File: src/rtl/rx_filtered_samples_wr_ctrl_pkg.sv
// -----------------------------------------------------------------------------
// rx_filtered_samples_wr_ctrl_pkg
// Shared constants and types for the rx filtered-sample buffer:
//   sample width, BRAM address width, block length and the lock FSM encoding.
// No ports.
// -----------------------------------------------------------------------------
package rx_filtered_samples_wr_ctrl_pkg;

  localparam int RX_FILT_DATA_W    = 16;
  localparam int RX_FILT_ADDR_W    = 9;
  localparam int RX_FILT_BLOCK_LEN = 128;

  typedef enum logic [1:0] {
    S_IDLE   = 2'd0,
    S_WAIT   = 2'd1,
    S_LOCKED = 2'd2
  } lock_state_e;

endpackage

File: src/rtl/rx_filtered_samples_wr_ctrl.sv
// -----------------------------------------------------------------------------
// rx_filtered_samples_wr_ctrl
// Write-side controller for the 16x512 filtered-sample BRAM (port A).
// Stores the rx FIR output stream in a circular buffer, pulses block_done
// whenever a BLOCK_LEN block is fully in RAM, lets the correlator lock the
// newest completed block against overwrite, and flags dropped samples.
//
// Lock FSM
//   state    | meaning
//   S_IDLE   | no lock requested
//   S_WAIT   | lock requested, no completed block yet; grant on next block_done
//   S_LOCKED | lock granted; writes into the locked block are dropped
//
// Ports
//   clk           system clock
//   rx_rst        asynchronous, active-high reset
//   sample_valid  filtered sample present this cycle
//   sample_data   filtered sample
//   bram_ena      BRAM port-A enable
//   bram_wea      BRAM port-A write enable
//   bram_addra    BRAM write address
//   bram_dia      BRAM write data
//   block_done    1-cycle pulse, a block is fully written
//   block_base    first address of the newest completed block
//   lock_req      reader lock request (level, held for the whole read)
//   lock_ack      lock granted, lock_base valid while high
//   lock_base     base address of the locked block
//   overrun       sticky, a sample was dropped
//   overrun_clr   clears overrun
// -----------------------------------------------------------------------------
module rx_filtered_samples_wr_ctrl
  import rx_filtered_samples_wr_ctrl_pkg::*;
#(
  parameter int DATA_W    = RX_FILT_DATA_W,
  parameter int ADDR_W    = RX_FILT_ADDR_W,
  parameter int BLOCK_LEN = RX_FILT_BLOCK_LEN
) (
  input  logic              clk,
  input  logic              rx_rst,
  input  logic              sample_valid,
  input  logic [DATA_W-1:0] sample_data,
  output logic              bram_ena,
  output logic              bram_wea,
  output logic [ADDR_W-1:0] bram_addra,
  output logic [DATA_W-1:0] bram_dia,
  output logic              block_done,
  output logic [ADDR_W-1:0] block_base,
  input  logic              lock_req,
  output logic              lock_ack,
  output logic [ADDR_W-1:0] lock_base,
  output logic              overrun,
  input  logic              overrun_clr
);

  localparam int OFF_W = $clog2(BLOCK_LEN);

  logic [ADDR_W-1:0] wr_ptr_q, wr_ptr_d;
  logic              bram_we_q, bram_we_d;
  logic [ADDR_W-1:0] addr_q, addr_d;
  logic [DATA_W-1:0] data_q, data_d;

  logic              block_done_q, block_done_d;
  logic [ADDR_W-1:0] block_base_q, block_base_d;
  logic              have_block_q, have_block_d;

  lock_state_e       state_q, state_d;
  logic              lock_ack_q, lock_ack_d;
  logic [ADDR_W-1:0] lock_base_q, lock_base_d;

  logic              overrun_q, overrun_d;

  logic              drop;
  logic              accept;
  logic              blk_end;

  // lock_base is always block-aligned, so "wr_ptr within
  // [lock_base, lock_base+BLOCK_LEN) modulo DEPTH" reduces to equal block index.
  assign drop    = (state_q == S_LOCKED) && sample_valid &&
                   (wr_ptr_q[ADDR_W-1:OFF_W] == lock_base_q[ADDR_W-1:OFF_W]);
  assign accept  = sample_valid && !drop;

  // The last address of a block is being written to RAM this cycle, so the
  // completion pulse registered from it is seen only once the data is stored.
  assign blk_end = bram_we_q && (&addr_q[OFF_W-1:0]);

  // Write path, block tracking and overrun next-state
  always_comb begin
    wr_ptr_d     = wr_ptr_q;
    bram_we_d    = accept;
    addr_d       = addr_q;
    data_d       = data_q;
    block_done_d = blk_end;
    block_base_d = block_base_q;
    have_block_d = have_block_q;
    overrun_d    = overrun_q;

    if (accept) begin
      wr_ptr_d = wr_ptr_q + ADDR_W'(1);
      addr_d   = wr_ptr_q;
      data_d   = sample_data;
    end

    if (blk_end) begin
      block_base_d = {addr_q[ADDR_W-1:OFF_W], {OFF_W{1'b0}}};
      have_block_d = 1'b1;
    end

    // A drop in the same cycle as a clear keeps the flag set.
    if (drop) begin
      overrun_d = 1'b1;
    end else if (overrun_clr) begin
      overrun_d = 1'b0;
    end
  end

  // Lock FSM next-state. block_base_q already holds the new base in the
  // block_done cycle, so a request arriving then is granted the new block.
  always_comb begin
    state_d     = state_q;
    lock_base_d = lock_base_q;

    if (!lock_req) begin
      state_d = S_IDLE;
    end else begin
      case (state_q)
        S_IDLE: begin
          if (have_block_q) begin
            state_d     = S_LOCKED;
            lock_base_d = block_base_q;
          end else begin
            state_d = S_WAIT;
          end
        end
        S_WAIT: begin
          if (block_done_q) begin
            state_d     = S_LOCKED;
            lock_base_d = block_base_q;
          end
        end
        S_LOCKED: state_d = S_LOCKED;
        default:  state_d = S_IDLE;
      endcase
    end

    lock_ack_d = (state_d == S_LOCKED);
  end

  always_ff @(posedge clk or posedge rx_rst) begin
    if (rx_rst) begin
      wr_ptr_q  <= '0;
      bram_we_q <= 1'b0;
      addr_q    <= '0;
      data_q    <= '0;
    end else begin
      wr_ptr_q  <= wr_ptr_d;
      bram_we_q <= bram_we_d;
      addr_q    <= addr_d;
      data_q    <= data_d;
    end
  end

  always_ff @(posedge clk or posedge rx_rst) begin
    if (rx_rst) begin
      block_done_q <= 1'b0;
      block_base_q <= '0;
      have_block_q <= 1'b0;
    end else begin
      block_done_q <= block_done_d;
      block_base_q <= block_base_d;
      have_block_q <= have_block_d;
    end
  end

  always_ff @(posedge clk or posedge rx_rst) begin
    if (rx_rst) begin
      state_q     <= S_IDLE;
      lock_ack_q  <= 1'b0;
      lock_base_q <= '0;
    end else begin
      state_q     <= state_d;
      lock_ack_q  <= lock_ack_d;
      lock_base_q <= lock_base_d;
    end
  end

  always_ff @(posedge clk or posedge rx_rst) begin
    if (rx_rst) begin
      overrun_q <= 1'b0;
    end else begin
      overrun_q <= overrun_d;
    end
  end

  assign bram_ena   = bram_we_q;
  assign bram_wea   = bram_we_q;
  assign bram_addra = addr_q;
  assign bram_dia   = data_q;
  assign block_done = block_done_q;
  assign block_base = block_base_q;
  assign lock_ack   = lock_ack_q;
  assign lock_base  = lock_base_q;
  assign overrun    = overrun_q;

endmodule
File: config.mk
export PLATFORM = sky130hd
export DESIGN_NAME = rx_filtered_samples_wr_ctrl
export DESIGN_NICKNAME = d
export VERILOG_FILES = /design/src/rtl/rx_filtered_samples_wr_ctrl_pkg.sv /design/src/rtl/rx_filtered_samples_wr_ctrl.sv
export SDC_FILE = /design/constraint.sdc
export NUM_CORES = 1
export LEC_CHECK = 0
export BUFFER_PORTS_ARGS = -buffer_cell sky130_fd_sc_hd__buf_4
export CAP_MARGIN = 20
export CORE_MARGIN = 2
export CORE_UTILIZATION = 44
export DETAILED_ROUTE_END_ITERATION = 8
export GPL_TIMING_DRIVEN = 0
export PLACE_DENSITY = 0.75
export SLEW_MARGIN = 20
export SYNTH_ARGS = -nofsm -noshare
export SYNTH_HDL_FRONTEND = slang
export SYNTH_SLANG_ARGS = --single-unit
export TNS_END_PERCENT = 10
File: constraint.sdc
create_clock -name clk -period 1.7 [get_ports clk]
set_clock_uncertainty 0.2 [all_clocks]
set_input_delay 0.34 -clock clk [delete_from_list [all_inputs] [get_ports clk]]
set_output_delay 0.34 -clock clk [all_outputs]
set_load 0.02 [all_outputs]
==> run metrics, run 1 <==
result of the run=completed; areal power density over the cells=1060 mW/mm^2; number of warnings issued by yosys=0; Post-Layout Cell Count=337; number of global-route vias before repair=1,551; Maximum Capacitance Violations=0; static leakage power=between 1.5 and 2 nW; critical path class=reg -> reg; grt total ovfl=0; H-tree depth reported by CTS=2; count of flip-flops with a built-in enable after synthesis=0; series of cell instances along the critical path=xnor2_4 > a31o_4 > inv_4 > buf_6 > nand4_1 > xnor2_1; Starting Density=0.453; Yosys cell types=30; post-synthesis to final-layout area growth=41.5%; Worst path max stage delay=about 0.45 ns; routability congestion estimate=0.786; sum of routed wire length over all layers=4.18 mm; core region area=0.00429 sq mm; sequential cell area fraction in the yosys report=0.580; ANT cells=0; arrival time at the worst endpoint=1.61 ns; Die Height=70.5 um; ratio of cells with drive above 1 in the final layout=0.389; average instance area after synthesis=9.91 sq um; post-synthesis sequential element count=45; DIE WIDTH=around 70 um; global-route wire length before repair=between 7 and 8 mm; register-to-register path setup slack=0.08 ns; min-delay worst type=in -> reg; Critical Path Fanout Max=5; area of the die=0.00496 sq mm; worst hold margin=around 0.023 ns; Filler cells=369; via count=1,567; routed vias/inst=4.65; reg-to-reg critical path startpoint=lock_base[7]; instance area at placement=0.00250 sq mm; CTS tree=done; fraction of synthesis flops using an asynchronous set or reset pin=1.00; buffer depth of the longest clock path=2; maximum VDD drop=578 uV; setup repair after global routing missed its margin=true; CP Launch Type=flop; DRT iter0 DRCs=44; Row Count=24; Clock Latency Late Sink=0.30 ns; Placed Cells incl. Taps=316; post-route minimum period=roughly 1.6 ns; Setup crit end kind=flop; worst endpoint required time=between 1.5 and 2 ns; clock sink total=between 40 and 50; Hold Vio Cnt, Final=0; total global-route track usage=0.181; utilization of the core after routing=0.640; number of instances in the synthesized netlist=just under 200; largest net degree at the start of global routing=24; number of antenna violations at the first check in global routing=0; iteration count of the initial detailed-routing pass=4; final net count=around 300; average wire length per cell after detail routing=12.4 um; worst relative slew slack=0.657; slowest library cell on the worst path=sky130_fd_sc_hd__dfrtp_2; cell depth of the worst hold path=3; io pins=around 70; reg-to-reg critical path endpoint=wr_ptr_q[3]; clock edge transition at the registers on the reported setup and hold paths=0.08 ns; final cycle utilization of the critical path=0.955; antenna violation net count after detailed routing=0; fin. max-slew vios=0; Endpoint, Worst Hold=bram_dia[3]; post-route design area=0.00275 sq mm; Hold Startpoint=sample_data[3]; Clk Tree Root Cell=sky130_fd_sc_hd__clkbuf_8; achievable clock frequency=0.616 GHz; setup violators final=0; I/O Buffers=54; Reg2Reg Depth=6; slew of the pin with the lowest slew margin=just over 0.5 ns; dominant register cell in the synthesized netlist=sky130_fd_sc_hd__dfrtp_1; Inserted Clock Buffers=5; DRC Markers=0; post-detailed-placement half-perimeter wirelength=~3 mm; mapped cell area=0.00194 sq mm
==> cell type report <==
class                           count  area, sq um  area share
Sequential cell                    45         1130       0.411
Timing Repair Buffer               69          538       0.196
Multi-Input combinational cell    138          739       0.269
Inverter                            5         21.3     0.00774
Tap cell                           52         65.1      0.0237
Buffer                             20          144      0.0523
Clock buffer                        6         72.6      0.0264
Clock inverter                      2         38.8      0.0141
==> kinds of logic (layout without fill, tap and decap cells) <==
kind of cell / count (synthesis) / in the layout / share of synthesized area
compound gates: 10 / 10 / 0.0386
xor+xnor: 9 / 9 / 0.0406
fa+ha+maj: 1 / 1 / 0.00644
buf+inv: 26 / 102 / 0.0889
flops: 45 / 45 / 0.580
mux: 5 / 5 / 0.0283
other cells: 1 / 14 / 0.00193
simple gates: 99 / 99 / 0.216
==> critical path: cells and delay by family (launching register included) <==
family,cells,cell delay (ns)
flops,1,0.45
xor+xnor,2,0.31
compound gates,1,0.27
buf+inv,2,0.17
simple gates,1,0.11
==> registers in the layout (all words and copies together) (netlist names) <==
name,flops
state_q,2
bram_dia,16
lock_base,2
bram_addra,9
overrun,1
block_base,2
lock_ack,1
block_done,1
bram_ena,1
have_block_q,1
wr_ptr_q,9
==> placed cells by master (no fill, tap or decap), types with 2 or more instances in the layout <==
cell                        n
sky130_fd_sc_hd__dfrtp_2    3
sky130_fd_sc_hd__buf_4     81
sky130_fd_sc_hd__nand2_1   78
sky130_fd_sc_hd__o311a_1    2
sky130_fd_sc_hd__xor2_1     2
sky130_fd_sc_hd__xnor2_1    5
sky130_fd_sc_hd__nand3_1    5
sky130_fd_sc_hd__inv_1      3
sky130_fd_sc_hd__clkbuf_8   5
sky130_fd_sc_hd__mux2_2     4
sky130_fd_sc_hd__nor2_1     2
sky130_fd_sc_hd__conb_1    14
sky130_fd_sc_hd__dfrtp_1   42
sky130_fd_sc_hd__and3_1     3
sky130_fd_sc_hd__nand4_1    4
sky130_fd_sc_hd__o21ai_0    3
sky130_fd_sc_hd__buf_2      4
==> cells in the mapped netlist, types with 2 or more instances <==
master                    instances  area [sq um]
sky130_fd_sc_hd__nand3_1          5          25.0
sky130_fd_sc_hd__and3_1           3          18.8
sky130_fd_sc_hd__nand2_1         78           293
sky130_fd_sc_hd__buf_2            3          15.0
sky130_fd_sc_hd__nor3_1           2          10.0
sky130_fd_sc_hd__buf_4           15           113
sky130_fd_sc_hd__xor2_1           2          17.5
sky130_fd_sc_hd__nand4_1          4          25.0
sky130_fd_sc_hd__o21ai_0          3          15.0
sky130_fd_sc_hd__and3b_1          2          17.5
sky130_fd_sc_hd__o311a_1          2          20.0
sky130_fd_sc_hd__dfrtp_1         45          1130
sky130_fd_sc_hd__buf_6            2          22.5
sky130_fd_sc_hd__mux2_2           4          45.0
sky130_fd_sc_hd__xnor2_1          7          61.3
sky130_fd_sc_hd__nor2_1           2          7.51
sky130_fd_sc_hd__inv_1            4          15.0
==> what timing repair did <==
action / 4_1_cts / 5_1_grt
hold buffers: 1 / 0
setup endpoints to repair: 24 / 26
endpoints found under the hold margin: 22 / 0
buffers inserted: 10 / 2
pin swaps: 3 / 4
gates cloned: 1 / 0
resized for setup: 4 / 6
==> how the worst max path moves through the flow <==
stage                     slack, ns          from  cells after the start            to
final                          0.08  lock_base[7]                      6   wr_ptr_q[3]
after global routing          -0.03  lock_base[8]                      6   wr_ptr_q[3]
after CTS                     -0.01    state_q[1]                      7   wr_ptr_q[3]
after detailed placement      -0.18  sample_valid                      8   wr_ptr_q[3]
after global placement        -0.63        rx_rst                      2  lock_base[8]
after floorplan               0.004        rx_rst                      1  lock_base[7]
==> metal layers <==
layer,GRT usage,wire [um],up-vias
li1,-,-,781
met1,0.231,1750,726
met2,0.291,2040,52
met3,0.0519,315,8
met4,0.0705,71,0
met5,0,0,-
==> per-stage QoR <==
step | TNS (ns) | setup slack [ns] | power [W]
floorplan | 0 | 0.00418 | 0.00182
global placement | -24.98 | -0.634 | 0.00210
detailed placement | -2.72 | -0.181 | 0.00213
CTS | -0.0119 | -0.0119 | 0.00295
global route | -0.0391 | -0.0277 | 0.00310
finish | 0 | 0.0761 | 0.00292
==> power breakdown <==
group          internal [W]  leakage [nW]  switching [W]
clock network      0.000441        0.0554       0.000353
logic              0.000325         0.893       0.000382
registers           0.00124         0.571       0.000176
No activity file was read; power rests on OpenSTA's default activity.
==> run 2: changes to the inputs <==
--- a/config.mk
+++ b/config.mk
@@ -8,10 +8,10 @@
 export BUFFER_PORTS_ARGS = -buffer_cell sky130_fd_sc_hd__buf_4
 export CAP_MARGIN = 20
 export CORE_MARGIN = 2
-export CORE_UTILIZATION = 44
+export CORE_UTILIZATION = 49
 export DETAILED_ROUTE_END_ITERATION = 8
 export GPL_TIMING_DRIVEN = 0
-export PLACE_DENSITY = 0.75
+export PLACE_DENSITY = 0.79
 export SLEW_MARGIN = 20
 export SYNTH_ARGS = -nofsm -noshare
 export SYNTH_HDL_FRONTEND = slang
==> constraint.sdc (replaced) <==
create_clock -name clk -period 1.5 [get_ports clk]
set_clock_uncertainty 0.2 [all_clocks]
set_input_delay 0.3 -clock clk [delete_from_list [all_inputs] [get_ports clk]]
set_output_delay 0.3 -clock clk [all_outputs]
set_load 0.02 [all_outputs]
==> run 2 against run 1 <==
Net effect:
- the run now ends with negative setup slack left
- highest routed layer unchanged
- critical endpoint is now bram_addra[0]
- critical path depth rose by 2
- power rose by 7.9%
- sequential cell count did not move
- register-to-register slack got worse by 0.29 ns
- core utilization rose by 13 points
- sequential share of layout area fell by 2.1 points
- fmax fell by 5.2%
==> run metrics, run 2 (same netlist as run 1, synthesis figures left out) <==
buffer depth of the longest clock path=2 (unchanged); Inserted Clock Buffers=5 (unchanged); Filler cells=269 (was 369); post-detailed-placement half-perimeter wirelength=2.78 mm (was 2.95 mm); Reg2Reg Depth=8 (was 6); Largest register FFs=16 (unchanged); Die Height=67.0 um (was 70.5 um); met1 routed wirelength after detailed routing=1.81 mm (was 1.75 mm); clock sink total=45 (unchanged); most common cell after layout, fill and taps aside=sky130_fd_sc_hd__buf_4 (unchanged); global-route wire length before repair=6.98 mm (was 7.05 mm); met3 WL post-DR=336 um (was 315 um); Clk Tree Root Cell=sky130_fd_sc_hd__clkbuf_8 (unchanged); result of the run=finished with violations (was completed); setup repair after global routing missed its margin=true (unchanged); most frequent cells in the layout=sky130_fd_sc_hd__buf_4 (78), sky130_fd_sc_hd__nand2_1 (75), sky130_fd_sc_hd__dfrtp_1 (42) (was sky130_fd_sc_hd__buf_4 (81), sky130_fd_sc_hd__nand2_1 (78), sky130_fd_sc_hd__dfrtp_1 (42)); Setup crit end kind=flop (unchanged); static leakage power=1.58 nW (was 1.52 nW); worst hold margin=0.0152 ns (was 0.0227 ns); Design Power=0.00315 W (was 0.00292 W); Row Count=22 (was 24); average wire length per cell after detail routing=12.7 um (was 12.4 um); antenna violation net count after detailed routing=0 (unchanged); min-delay worst type=in -> reg (unchanged); post-route minimum period=1.71 ns (was 1.62 ns); Maximum Capacitance Violations=0 (unchanged); maximum VDD drop=649 uV (was 578 uV); CTS tree=done (unchanged); reg-to-reg critical path startpoint=wr_ptr_q[8] (was lock_base[7]); number of antenna violations at the first check in global routing=0 (unchanged); Hold Startpoint=sample_data[7] (was sample_data[3]); areal power density over the cells=1090 mW/mm^2 (was 1060 mW/mm^2); via count=1,679 (was 1,567); minimum setup slack in the final design=-0.213 ns (was 0.0761 ns); ANT cells=0 (unchanged); achievable clock frequency=0.584 GHz (was 0.616 GHz); Hold Vio Cnt, Final=0 (unchanged); DIE WIDTH=67.0 um (was 70.5 um); register-to-register path setup slack=-0.21 ns (was 0.08 ns); flip-flop and latch area=0.00113 sq mm (unchanged); post-synthesis to final-layout area growth=49.1% (was 41.5%); grt total ovfl=0 (unchanged); utilization of the core after routing=0.774 (was 0.640); ratio of cells with drive above 1 in the final layout=0.379 (was 0.389); core region area=0.00374 sq mm (was 0.00429 sq mm); DRC Markers=0 (unchanged); sum of routed wire length over all layers=4.42 mm (was 4.18 mm); setup violators final=36 (was 0); routability congestion estimate=0.694 (was 0.786); Starting Density=0.519 (was 0.453); Endpoint, Worst Hold=bram_dia[7] (was bram_dia[3]); I/O Buffers=54 (unchanged); H-tree depth reported by CTS=2 (unchanged); violated checks=negative setup slack; Clock Latency Late Sink=0.29 ns (was 0.30 ns); number of global-route vias before repair=1,561 (was 1,551); CP Launch Type=flop (unchanged); cell depth of the worst hold path=3 (unchanged); worst endpoint required time=1.48 ns (was 1.68 ns); final net count=322 (was 306); area of the die=0.00448 sq mm (was 0.00496 sq mm); multi-input gate area in the final layout=734 sq um (was 739 sq um); fin. max-slew vios=0 (unchanged); routed vias/inst=4.81 (was 4.65); clock edge transition at the registers on the reported setup and hold paths=0.07 ns (was 0.08 ns); arrival time at the worst endpoint=1.70 ns (was 1.61 ns); io pins=69 (unchanged); critical path class=reg -> reg (unchanged); Critical Path Fanout Max=6 (was 5); total global-route track usage=0.208 (was 0.181); iteration count of the initial detailed-routing pass=4 (unchanged); reg-to-reg critical path endpoint=bram_addra[0] (was wr_ptr_q[3]); final cycle utilization of the critical path=1.14 (was 0.955); DRT iter0 DRCs=41 (was 44); Top Layer Used=met4 (unchanged); sum of met2 wire segment lengths after detailed routing=2.24 mm (was 2.04 mm); largest net degree at the start of global routing=25 (was 24)
==> run 2: cell count changes in the layout (fill, tap and decap cells not counted), moves of 2 or more <==
cell                            previous run  this run
sky130_fd_sc_hd__dlygate4sd3_1             1        16
sky130_fd_sc_hd__buf_4                    81        78
sky130_fd_sc_hd__nand2_2                   0         3
sky130_fd_sc_hd__buf_6                     1         5
sky130_fd_sc_hd__nand2_1                  78        75
sky130_fd_sc_hd__clkbuf_1                  1         3
==> run 2: through the flow <==
stage          area [sq um]  worst slack, ns  TNS (ns)  std cells
6_report               2900           -0.213     -5.36        349
5_1_grt                2900           -0.284     -7.10        349
4_1_cts                2870           -0.197     -3.61        348
3_5_place_dp           2490           -0.402     -8.77        312
3_3_place_gp           2470           -0.756    -36.33        311
2_1_floorplan          2000           -0.176     -5.13        209
==> run 2: power breakdown <==
| part | switching (W) | leakage, nW | internal, W | total (W) |
|---|---|---|---|---|
| registers | 0.000200 | 0.572 | 0.00141 | 0.00161 |
| logic | 0.000441 | 0.965 | 0.000402 | 0.000843 |
| clock network | 0.000366 | 0.0395 | 0.000331 | 0.000697 |
==> run 2: layout make-up <==
| type | instances | share of cell area |
|---|---|---|
| multi-input cells | 138 | 0.253 |
| flip-flops and latches | 45 | 0.390 |
| clock buffers | 8 | 0.0276 |
| repair buffers | 84 | 0.247 |
| plain buffers | 21 | 0.0544 |
| well taps | 48 | 0.0207 |
| inverters | 5 | 0.00734 |
==> run 2: critical path, stage by stage, from the launching register on <==
cell and delay [ns]:
sky130_fd_sc_hd__dfrtp_1 0.41, sky130_fd_sc_hd__xnor2_1 0.26, sky130_fd_sc_hd__a31o_1 0.22, sky130_fd_sc_hd__buf_6 0.13, sky130_fd_sc_hd__inv_4 0.03, sky130_fd_sc_hd__buf_6 0.12, sky130_fd_sc_hd__buf_12 0.13, sky130_fd_sc_hd__nand2_2 0.06
sky130_fd_sc_hd__nand2_1 0.04
==> run 2: worst max path at each step <==
stage                       from            end  slack, ns  cells past startpoint
finish               wr_ptr_q[8]  bram_addra[0]      -0.21                      8
global route        lock_base[8]    wr_ptr_q[3]      -0.28                      7
CTS                   state_q[1]    wr_ptr_q[3]      -0.20                      7
detailed placement    state_q[0]  bram_addra[2]      -0.40                      6
global placement          rx_rst   lock_base[8]      -0.76                      2
floorplan             state_q[0]    wr_ptr_q[3]      -0.18                      7
==> run 2: per-layer routing <==
metal / vias to the layer above / GRT usage
met5: - / 0
met4: 0 / 0.0383
met2: 68 / 0.369
met3: 5 / 0.0760
met1: 797 / 0.242
li1: 809 / -
==> run 2: what timing repair did <==
action                                  CTS  global route
hold buffers                             16             0
gates resized for setup                  12             5
endpoints found under the setup margin   36            41
gates cloned                              0             0
endpoints found under the hold margin    36             0
pin swaps                                 9             5
buffers inserted                         12             1
